$ cat src/rtl/muldiv_pkg.sv
// muldiv_pkg: shared op/state encodings and constants for the RV32M multiply/divide unit
package muldiv_pkg;
  typedef enum logic [2:0] {
    OP_MUL    = 3'b000,
    OP_MULH   = 3'b001,
    OP_MULHSU = 3'b010,
    OP_MULHU  = 3'b011,
    OP_DIV    = 3'b100,
    OP_DIVU   = 3'b101,
    OP_REM    = 3'b110,
    OP_REMU   = 3'b111
  } muldiv_op_e;
  typedef enum logic [1:0] {IDLE, BUSY, DONE} muldiv_state_e;
  localparam logic [31:0] DIV_ZERO_Q = 32'hFFFF_FFFF;
  localparam logic [31:0] INT_MIN    = 32'h8000_0000;
  function automatic logic [31:0] neg_if(input logic n, input logic [31:0] v);
    return n ? -v : v;
  endfunction
endpackage

$ cat src/rtl/muldiv_datapath.sv
// muldiv_datapath: one radix-2 step per enable, shift-add multiply or restoring divide
module muldiv_datapath #(
  parameter int DATA_WIDTH = 32
) (
  input  logic                      clk,
  input  logic                      rst_n,
  input  logic                      i_load,
  input  logic                      i_en,
  input  logic                      i_div,
  input  logic [DATA_WIDTH-1:0]     i_a,
  input  logic [DATA_WIDTH-1:0]     i_b,
  output logic [2*DATA_WIDTH-1:0]   o_acc
);
  localparam int W = DATA_WIDTH;
  logic [W-1:0]   r_b;
  logic [2*W-1:0] r_acc;
  logic [W:0]     w_sum, w_rem, w_diff;
  logic [2*W-1:0] w_mul_next, w_div_next;
  // divide keeps remainder in the high half and shifts quotient bits into the low half
  always_comb begin
    w_sum      = {1'b0, r_acc[2*W-1:W]} + (r_acc[0] ? {1'b0, r_b} : '0);
    w_rem      = {r_acc[2*W-1:W], r_acc[W-1]};
    w_diff     = w_rem - {1'b0, r_b};
    w_mul_next = {w_sum, r_acc[W-1:1]};
    w_div_next = w_diff[W] ? {w_rem[W-1:0], r_acc[W-2:0], 1'b0}
                           : {w_diff[W-1:0], r_acc[W-2:0], 1'b1};
  end
  always_ff @(posedge clk or negedge rst_n) begin
    if (!rst_n) begin
      r_b   <= '0;
      r_acc <= '0;
    end else if (i_load) begin
      r_b   <= i_b;
      r_acc <= {{W{1'b0}}, i_a};
    end else if (i_en) begin
      r_acc <= i_div ? w_div_next : w_mul_next;
    end
  end
  assign o_acc = r_acc;
endmodule

$ cat src/rtl/execute_muldiv.sv
// execute_muldiv: iterative RV32M multiply/divide in Execute; stalls the pipe while iterating
module execute_muldiv
  import muldiv_pkg::*;
#(
  parameter int DATA_WIDTH = 32,
  parameter int CNT_WIDTH  = 5
) (
  input  logic                  clk,
  input  logic                  rst_n,
  input  logic                  StartE,
  input  logic                  KillE,
  input  logic [2:0]            Funct3E,
  input  logic [DATA_WIDTH-1:0] SrcAE,
  input  logic [DATA_WIDTH-1:0] SrcBE,
  output logic [DATA_WIDTH-1:0] MulDivResultE,
  output logic                  DoneE,
  output logic                  StallMD
);
  localparam int W = DATA_WIDTH;
  muldiv_state_e  r_state;
  muldiv_op_e     r_op;
  logic [CNT_WIDTH-1:0] r_cnt;
  logic           r_neg_q, r_neg_r, r_special;
  logic [W-1:0]   r_spec_res;
  logic           w_sa, w_sb, w_neg_a, w_neg_b, w_div_zero, w_ovf, w_spec, w_start;
  logic [W-1:0]   w_spec_res, w_res;
  logic [2*W-1:0] w_acc, w_prod;
  always_comb begin
    w_sa       = !(Funct3E inside {OP_MULHU, OP_DIVU, OP_REMU});
    w_sb       = w_sa && Funct3E != OP_MULHSU;
    w_neg_a    = w_sa & SrcAE[W-1];
    w_neg_b    = w_sb & SrcBE[W-1];
    w_div_zero = Funct3E[2] & (SrcBE == '0);
    w_ovf      = Funct3E[2] & ~Funct3E[0] & (SrcAE == INT_MIN) & (SrcBE == '1);
    w_spec     = w_div_zero | w_ovf;
    w_start    = (r_state == IDLE) & StartE & ~KillE;
    w_spec_res = w_div_zero ? (Funct3E[1] ? SrcAE : DIV_ZERO_Q) : (Funct3E[1] ? '0 : INT_MIN);
    w_prod     = r_neg_q ? -w_acc : w_acc;
    w_res      = r_special ? r_spec_res
               : r_op == OP_MUL ? w_prod[W-1:0]
               : r_op inside {OP_MULH, OP_MULHSU, OP_MULHU} ? w_prod[2*W-1:W]
               : r_op inside {OP_DIV, OP_DIVU} ? neg_if(r_neg_q, w_acc[W-1:0])
               : neg_if(r_neg_r, w_acc[2*W-1:W]);
    DoneE         = (r_state == DONE) & ~KillE;
    MulDivResultE = DoneE ? w_res : '0;
    StallMD       = w_start | ((r_state == BUSY) & ~KillE);
  end
  muldiv_datapath #(.DATA_WIDTH(DATA_WIDTH)) u_dp (
    .clk    (clk),
    .rst_n  (rst_n),
    .i_load (w_start & ~w_spec),
    .i_en   (r_state == BUSY),
    .i_div  (r_op inside {OP_DIV, OP_DIVU, OP_REM, OP_REMU}),
    .i_a    (neg_if(w_neg_a, SrcAE)),
    .i_b    (neg_if(w_neg_b, SrcBE)),
    .o_acc  (w_acc)
  );
  always_ff @(posedge clk or negedge rst_n) begin
    if (!rst_n) begin
      r_state    <= IDLE;
      r_op       <= OP_MUL;
      r_cnt      <= '0;
      r_neg_q    <= 1'b0;
      r_neg_r    <= 1'b0;
      r_special  <= 1'b0;
      r_spec_res <= '0;
    end else if (KillE && r_state != IDLE) begin
      r_state <= IDLE;
    end else begin
      case (r_state)
        IDLE: if (w_start) begin
          r_op       <= muldiv_op_e'(Funct3E);
          r_neg_q    <= w_neg_a ^ w_neg_b;
          r_neg_r    <= w_neg_a;
          r_special  <= w_spec;
          r_spec_res <= w_spec_res;
          r_cnt      <= '0;
          r_state    <= w_spec ? DONE : BUSY;
        end
        BUSY: begin
          r_cnt <= r_cnt + 1'b1;
          if (r_cnt == '1) r_state <= DONE;
        end
        DONE:    r_state <= IDLE;
        default: r_state <= IDLE;
      endcase
    end
  end
endmodule

$ cat config.mk
export PLATFORM = sky130hd
export DESIGN_NAME = execute_muldiv
export DESIGN_NICKNAME = d
export VERILOG_FILES = /design/src/rtl/muldiv_pkg.sv /design/src/rtl/muldiv_datapath.sv /design/src/rtl/execute_muldiv.sv
export SDC_FILE = /design/constraint.sdc
export NUM_CORES = 1
export LEC_CHECK = 0
export ABC_AREA = 1
export CAP_MARGIN = 0
export CORE_MARGIN = 5
export CORE_UTILIZATION = 55
export CTS_CLUSTER_SIZE = 24
export DETAILED_ROUTE_END_ITERATION = 16
export PLACE_DENSITY_LB_ADDON = 0.08
export SLEW_MARGIN = 15
export SYNTH_ARGS = -nofsm -noshare
export SYNTH_HDL_FRONTEND = slang
export SYNTH_HIERARCHICAL = 1
export SYNTH_SLANG_ARGS = --single-unit
$ cat constraint.sdc
create_clock -name clk -period 7.4 [get_ports clk]
set_input_delay 1.11 -clock clk [delete_from_list [all_inputs] [get_ports clk]]
set_output_delay 1.11 -clock clk [all_outputs]
set_load 0.01 [all_outputs]
==> results_dict.tcl, run 1 <==
set metrics [dict create \
    post-cts-setup-buffer-count 0 \
    cts_root_buf "sky130_fd_sc_hd__clkbuf_16" \
    worstSetupPathType "in2reg" \
    numPortBuffers 104 \
    ctsHtreeMaxLevel 4 \
    edff_count_synth 0 \
    cp.arrival_ns 5.57 \
    antenna_cells 0 \
    mappedNetlistNets 3261 \
    clock_pin_slew_on_the_worst_setup_and_hold_paths_ns 0.07 \
    post_synth.cell_area_avg_um2 5.67 \
    drt_drc_violations_left 0 \
    die-area_um2 35800 \
    detailedRoute.firstPassIterationCount 8 \
    route.vias.total 21200 \
    clock_insertion_delay_worst_skew_ns 0.45 \
    fmax_mhz 193 \
    core-area_um2 31600 \
    drv.max_cap_violation_count 0 \
    drt-initial-drc-count 3123 \
    synth.cells.most_frequent "1047 x sky130_fd_sc_hd__nand2_1, 434 x sky130_fd_sc_hd__inv_1, 297 x sky130_fd_sc_hd__nand3_1" \
    floorplan.die.width_um 189 \
    report.final.slew_viol_count 0 \
    fraction_of_post_synthesis_cell_area_in_the_top_cell_type_by_area 0.223 \
    worst_case_headroom_to_the_max_slew_limit 0.279 \
    final_antenna_net_count 0 \
    synth_cells 3117 \
    vias_in_the_first_global_route 19200 \
    global_route_wire_length_before_repair_mm 107 \
    global_placer_s_final_weighted_congestion 1.05 \
    period_minus_slack_ns 5.18 \
    status "finished clean" \
    worst-slew-pin-transition_ns 1.08 \
    final.setup.tns_ns 0 \
    final-setup-viol-count 0 \
    vdd_drop_max_mv 0.246 \
    post_synth_arst_share 1.00 \
    synth_cell_types 59 \
    setup.worst_path.end_class "register" \
    hold_viol_final 0 \
    fin_crit_sh 0.700 \
    worstSetupStartpointType "input port" \
    min_path_type "reg2reg" \
    fillCellCount 3170 \
    grt_antenna_before_repair 1 \
    tritoncts "yes" \
    cts_inserted_buffers 17 \
    p_per_area_nw_per_um2 496 \
    power.leakage_nw 10.1 \
    synth.largest_area_cell "sky130_fd_sc_hd__nand2_1" \
    finalWirelength_mm 70.2 \
    route.detailed.wl_per_inst_um 19.7 \
    grt_setup_unrepaired "no" \
    floorplan.initialDensity 0.558 \
    mappedNetlistArea_um2 17700 \
    clock-skew-final_ns 0.0125 \
    total_routing_usage_reported_by_global_routing 0.383 \
    yosys_warnings 6 \
    pin_count 105 \
    area_growth_syn_to_layout_pct 9.86 \
    final_layout_size_suffix_gt1_frac 0.0465 \
    placementRows 65 \
    synth.yosys.seq_area_share 0.200 \
    cts_num_sinks 141 \
    synth-main-ff-cell "sky130_fd_sc_hd__dfrtp_1" \
    detailedPlacementHpwl_mm 54.8 \
    grt.overflow.total 0 \
    total_of_flip_flops_plus_latches_after_synthesis 141 \
    detail_route.vias_per_cell 5.94 \
    nets 3295 \
    netlist_top_cells_area "sky130_fd_sc_hd__nand2_1 22%, sky130_fd_sc_hd__dfrtp_1 20%, sky130_fd_sc_hd__inv_1 9.2%" \
    instance_count_after_placement_with_tap_cells_included 3534 \
    synthMostInstantiatedCell "sky130_fd_sc_hd__nand2_1" \
    max_clock_buf_depth 2 \
    postCtsResizedCells 0 \
    timing.critical_path.required_ns 7.79 \
    layoutNonFillerInstCount 3566 \
    floorplan.die.height_um 189 \
    pin_count_of_the_biggest_net_entering_global_routing 88 \
    cp_max_fo 42 \
    number_of_hold_buffers_added_after_cts 0 \
]
through the flow:
| stage | instance area (µm²) | hold slack, ns | utilization | worst slack, ns | total power (W) |
|---|---|---|---|---|---|
| after CTS | 19400 | 0.482 | 0.613 | 2.37 | 0.00932 |
| after detailed placement | 18800 | 0.465 | 0.594 | 1.92 | 0.00839 |
| after global placement | 18800 | 0.461 | 0.594 | 2.07 | 0.00828 |
| after global routing | 19400 | 0.502 | 0.613 | 1.92 | 0.0104 |
| final | 19400 | 0.483 | 0.613 | 2.22 | 0.00962 |
| after floorplan | 17700 | 0.444 | - | 4.12 | 0.00641 |
kinds of logic after synthesis:
logic type,synth area share
adder cells (fa/ha/maj),0.0526
flip-flops,0.200
XOR/XNOR,0.0476
multiplexers,0.000638
AO/OA/AOI/OAI,0.150
AND/OR/NAND/NOR,0.425
buffers and inverters,0.124
final cells by class:
cell class / instances / area [µm²] / area share
Multi-Input combinational cell: 2431 / 12000 / 0.616
Sequential cell: 141 / 3530 / 0.182
Inverter: 442 / 1660 / 0.0855
Timing Repair Buffer: 118 / 1150 / 0.0591
Tap cell: 402 / 503 / 0.0259
Clock buffer: 17 / 425 / 0.0219
Clock inverter: 15 / 174 / 0.00896
flip-flops by register name (all words and copies together), names as in the netlist:
| name | flops |
|---|---|
| r_op | 3 |
| r_cnt | 5 |
| r_spec_res | 32 |
| r_special | 1 |
| r_neg_r | 1 |
| r_state | 2 |
| r_neg_q | 1 |
| u_dp/r_b | 32 |
| u_dp/o_acc | 64 |
metal layers:
layer	share of wire	track usage	routed length, µm
met3	0.15	0.117	10300
met5	0	0	0
met4	0.035	0.122	2440
met1	0.43	0.570	30500
met2	0.38	0.525	27000
worst max-delay path, stage by stage:
cell	delay, ns
sky130_fd_sc_hd__clkdlybuf4s50_1	0.47
sky130_fd_sc_hd__inv_1	0.10
sky130_fd_sc_hd__nand3_1	0.07
sky130_fd_sc_hd__buf_4	0.29
sky130_fd_sc_hd__inv_1	0.80
sky130_fd_sc_hd__nand3_1	0.26
sky130_fd_sc_hd__inv_2	0.51
sky130_fd_sc_hd__nor2_2	0.08
sky130_fd_sc_hd__buf_4	0.27
sky130_fd_sc_hd__nor2_2	0.16
sky130_fd_sc_hd__clkinv_1	0.78
sky130_fd_sc_hd__a31oi_1	0.45
sky130_fd_sc_hd__o21ai_1	0.11
sky130_fd_sc_hd__nand2_1	0.07
report_power, final:
group	internal [W]	switching [W]
Clock	0.000456	0.000441
Combinational	0.00217	0.00471
Sequential	0.00105	0.000793
final timing paths:
path / start / endpoint / slack (ns) / depth (start not counted)
hold / removal: r_spec_res[14] / r_spec_res[14] / 0.48 / 2
max in group asynchronous: rst_n / r_op[2] / 5.14 / 2
setup reg to reg: r_state[1] / u_dp/o_acc[45] / 2.84 / 13
hold reg to reg: r_spec_res[14] / r_spec_res[14] / 0.48 / 2
setup / recovery: KillE / u_dp/o_acc[45] / 2.22 / 14
min in group asynchronous: rst_n / r_spec_res[19] / 0.73 / 1
placed cells by master (no fill, tap or decap), types with 3 or more instances in the layout:
cell / count
sky130_fd_sc_hd__buf_4: 14
sky130_fd_sc_hd__nor4_1: 9
sky130_fd_sc_hd__o21ai_1: 27
sky130_fd_sc_hd__o21ai_2: 16
sky130_fd_sc_hd__clkdlybuf4s50_1: 103
sky130_fd_sc_hd__or2_2: 8
sky130_fd_sc_hd__xor2_1: 56
sky130_fd_sc_hd__nor2_4: 6
sky130_fd_sc_hd__o21a_1: 5
sky130_fd_sc_hd__nand2_1: 1047
sky130_fd_sc_hd__nand3_2: 3
sky130_fd_sc_hd__xnor2_1: 40
sky130_fd_sc_hd__o21ai_0: 224
sky130_fd_sc_hd__a21o_1: 7
sky130_fd_sc_hd__o211ai_1: 4
sky130_fd_sc_hd__nand2_2: 31
sky130_fd_sc_hd__nand4_1: 31
sky130_fd_sc_hd__inv_2: 7
sky130_fd_sc_hd__inv_1: 433
sky130_fd_sc_hd__nor2_2: 16
sky130_fd_sc_hd__dfrtp_1: 139
sky130_fd_sc_hd__o221ai_1: 31
sky130_fd_sc_hd__clkbuf_16: 17
sky130_fd_sc_hd__ha_1: 71
sky130_fd_sc_hd__clkinv_8: 4
sky130_fd_sc_hd__a21oi_1: 136
sky130_fd_sc_hd__a31oi_1: 9
sky130_fd_sc_hd__inv_8: 6
sky130_fd_sc_hd__nor3_1: 22
sky130_fd_sc_hd__nor2_1: 291
sky130_fd_sc_hd__nand3b_1: 15
sky130_fd_sc_hd__nand3_1: 296
Power figures use the tool's default switching activity.
==> run 2, diff against run 1 <==
- clock period: 7.4 -> 4.71 ns (I/O delays scaled with it)
==> run 2 against run 1 <==
Clock skew about the same. Critical endpoint is now MulDivResultE[1]. Core utilization increased by 0.51 points. Global-route usage increased by 0.11 points. Register-to-register slack got worse by 1.4 ns. Total power increased by 57%. Non-clock buffer count increased by 18. Sequential cell count unchanged. Critical path type is now reg2out. Final cell count increased by 0.50%. First-iteration DRC count decreased by 14%. Combinational power increased by 60%. Sequential power increased by 51%. Count of clock-buffer cells in the layout unchanged.
==> results_dict.tcl, run 2 (synthesis results as in run 1) <==
set metrics [dict create \
    clock_pin_slew_on_the_worst_setup_and_hold_paths_ns 0.07 \
    drt_drc_violations_left 0 \
    grt.overflow.total 0 \
    ctsHtreeMaxLevel 4 \
    antenna_cells 0 \
    clock_insertion_delay_worst_skew_ns 0.46 \
    worstSetupStartpointType "register" \
    floorplan.initialDensity 0.558 \
    cts_inserted_buffers 17 \
    max_clock_buf_depth 2 \
    detailedPlacementHpwl_mm 55.3 \
    final_antenna_net_count 0 \
    worst_case_headroom_to_the_max_slew_limit 0.319 \
    p_per_area_nw_per_um2 774 \
    min_path_type "in2async" \
    worstSetupPathType "reg2out" \
    grt_setup_unrepaired "no" \
    report.final.slew_viol_count 0 \
    share_seq_of_total_power 0.183 \
    clock-skew-final_ns 0.0122 \
    power_switching_w 0.00931 \
    placementRows 65 \
    postCtsResizedCells 0 \
    drv.max_cap_violation_count 0 \
    final.setup.tns_ns 0 \
    tritoncts "yes" \
    total_routing_usage_reported_by_global_routing 0.384 \
    cp.arrival_ns 3.43 \
    cp_max_fo 62 \
    worst-slew-pin-transition_ns 1.02 \
    timing.critical_path.required_ns 4.00 \
    floorplan.die.height_um 189 \
    global_route_wire_length_before_repair_mm 108 \
    route.vias.total 21200 \
    numPortBuffers 104 \
    pin_count 105 \
    route.detailed.wl_per_inst_um 19.6 \
    final_core_utilization 0.618 \
    p_comb_frac 0.723 \
    power_report.internal_total_w 0.00584 \
    area_growth_syn_to_layout_pct 10.8 \
    vdd_drop_max_mv 0.374 \
    final-setup-viol-count 0 \
    detailedRoute.firstPassIterationCount 6 \
    global_placer_s_final_weighted_congestion 1.04 \
    number_of_hold_buffers_added_after_cts 0 \
    finalWirelength_mm 70.3 \
    cts_num_sinks 141 \
    switching_share 0.614 \
    nets 3313 \
    drt-initial-drc-count 2693 \
    fmax_mhz 242 \
    grt_antenna_before_repair 0 \
    detail_route.vias_per_cell 5.92 \
    cts_root_buf "sky130_fd_sc_hd__clkbuf_16" \
    vias_in_the_first_global_route 19300 \
    fin_crit_sh 0.878 \
    hold_viol_final 0 \
    floorplan.die.width_um 189 \
    post-cts-setup-buffer-count 0 \
    layout_common_cells "1047 x sky130_fd_sc_hd__nand2_1, 433 x sky130_fd_sc_hd__inv_1, 296 x sky130_fd_sc_hd__nand3_1" \
    period_minus_slack_ns 4.14 \
    pin_count_of_the_biggest_net_entering_global_routing 77 \
    final_layout_size_suffix_gt1_frac 0.0515 \
    status "finished clean" \
    most_common_library_cell_in_the_layout_ignoring_fill_and_taps "sky130_fd_sc_hd__nand2_1" \
    power.leakage_nw 10.2 \
    pwr-share-clk 0.093 \
    regToRegSetupSlack_ns 1.48 \
    core-area_um2 31600 \
    die-area_um2 35800 \
    setup.worst_path.end_class "primary output" \
    largest_register_ff_count 64 \
]
## run 2: changes by cell type in the layout (fill, tap and decap cells not counted), moves of 2 or more
cell and change:
sky130_fd_sc_hd__clkinv_8 +3, sky130_fd_sc_hd__clkinvlp_4 -2, sky130_fd_sc_hd__clkinv_4 +2, sky130_fd_sc_hd__buf_4 +17
sky130_fd_sc_hd__inv_8 -2
## run 2: worst max-delay path: stages, from the launching register on
cell                              delay (ns)
sky130_fd_sc_hd__dfrtp_4                0.77
sky130_fd_sc_hd__buf_4                  0.71
sky130_fd_sc_hd__o21ai_0                0.23
sky130_fd_sc_hd__o21ai_0                0.20
sky130_fd_sc_hd__o21ai_0                0.13
sky130_fd_sc_hd__a21oi_1                0.29
sky130_fd_sc_hd__clkdlybuf4s50_1        0.60
## run 2: power by group through the flow
| stage | clock network (W) | logic, W | registers (W) |
|---|---|---|---|
| 6_report | 0.00141 | 0.0110 | 0.00278 |
| 5_1_grt | 0.00148 | 0.0121 | 0.00278 |
| 4_1_cts | 0.00142 | 0.0106 | 0.00268 |
| 3_5_place_dp | 0 | 0.0105 | 0.00270 |
| 3_3_place_gp | 0 | 0.0103 | 0.00268 |
| 2_1_floorplan | 0 | 0.00795 | 0.00212 |
## run 2: routing by layer
metal	vias to the layer above	wire, µm	track usage	share of wire
met2	1351	27700	0.542	0.39
li1	10100	-	-	-
met5	-	0	0	0
met1	9657	30200	0.572	0.43
met3	147	10200	0.103	0.15
met4	0	2180	0.110	0.031
## run 2: worst paths after layout
path                                start               end  cells after the start
min in group clk           r_spec_res[28]    r_spec_res[28]                      2
max                               r_op[2]  MulDivResultE[1]                      6
min                                 rst_n    u_dp/o_acc[63]                      1
max reg2reg                 u_dp/o_acc[0]    u_dp/o_acc[61]                     18
max in group asynchronous           rst_n    r_spec_res[20]                      2
min reg2reg                r_spec_res[28]    r_spec_res[28]                      2
## run 2: final cells by class
class / count / area, µm²
Fill cell: 3099 / 12100
Multi-Input combinational cell: 2431 / 12000
Sequential cell: 141 / 3530
Inverter: 442 / 1660
Timing Repair Buffer: 136 / 1290
Tap cell: 402 / 503
Clock buffer: 17 / 425
Clock inverter: 15 / 194
## run 2: stage by stage
step / area (µm²) / power [W] / hold WS (ns) / cells / setup WS [ns]
floorplan: 17700 / 0.0101 / 0.411 / 3117 / 1.83
global placement: 18900 / 0.0130 / 0.465 / 3552 / 0.896
detailed placement: 18900 / 0.0132 / 0.472 / 3552 / 0.750
CTS: 19600 / 0.0147 / 0.310 / 3584 / 0.652
global route: 19600 / 0.0163 / 0.332 / 3584 / 0.416
finish: 19600 / 0.0151 / 0.278 / 3584 / 0.575
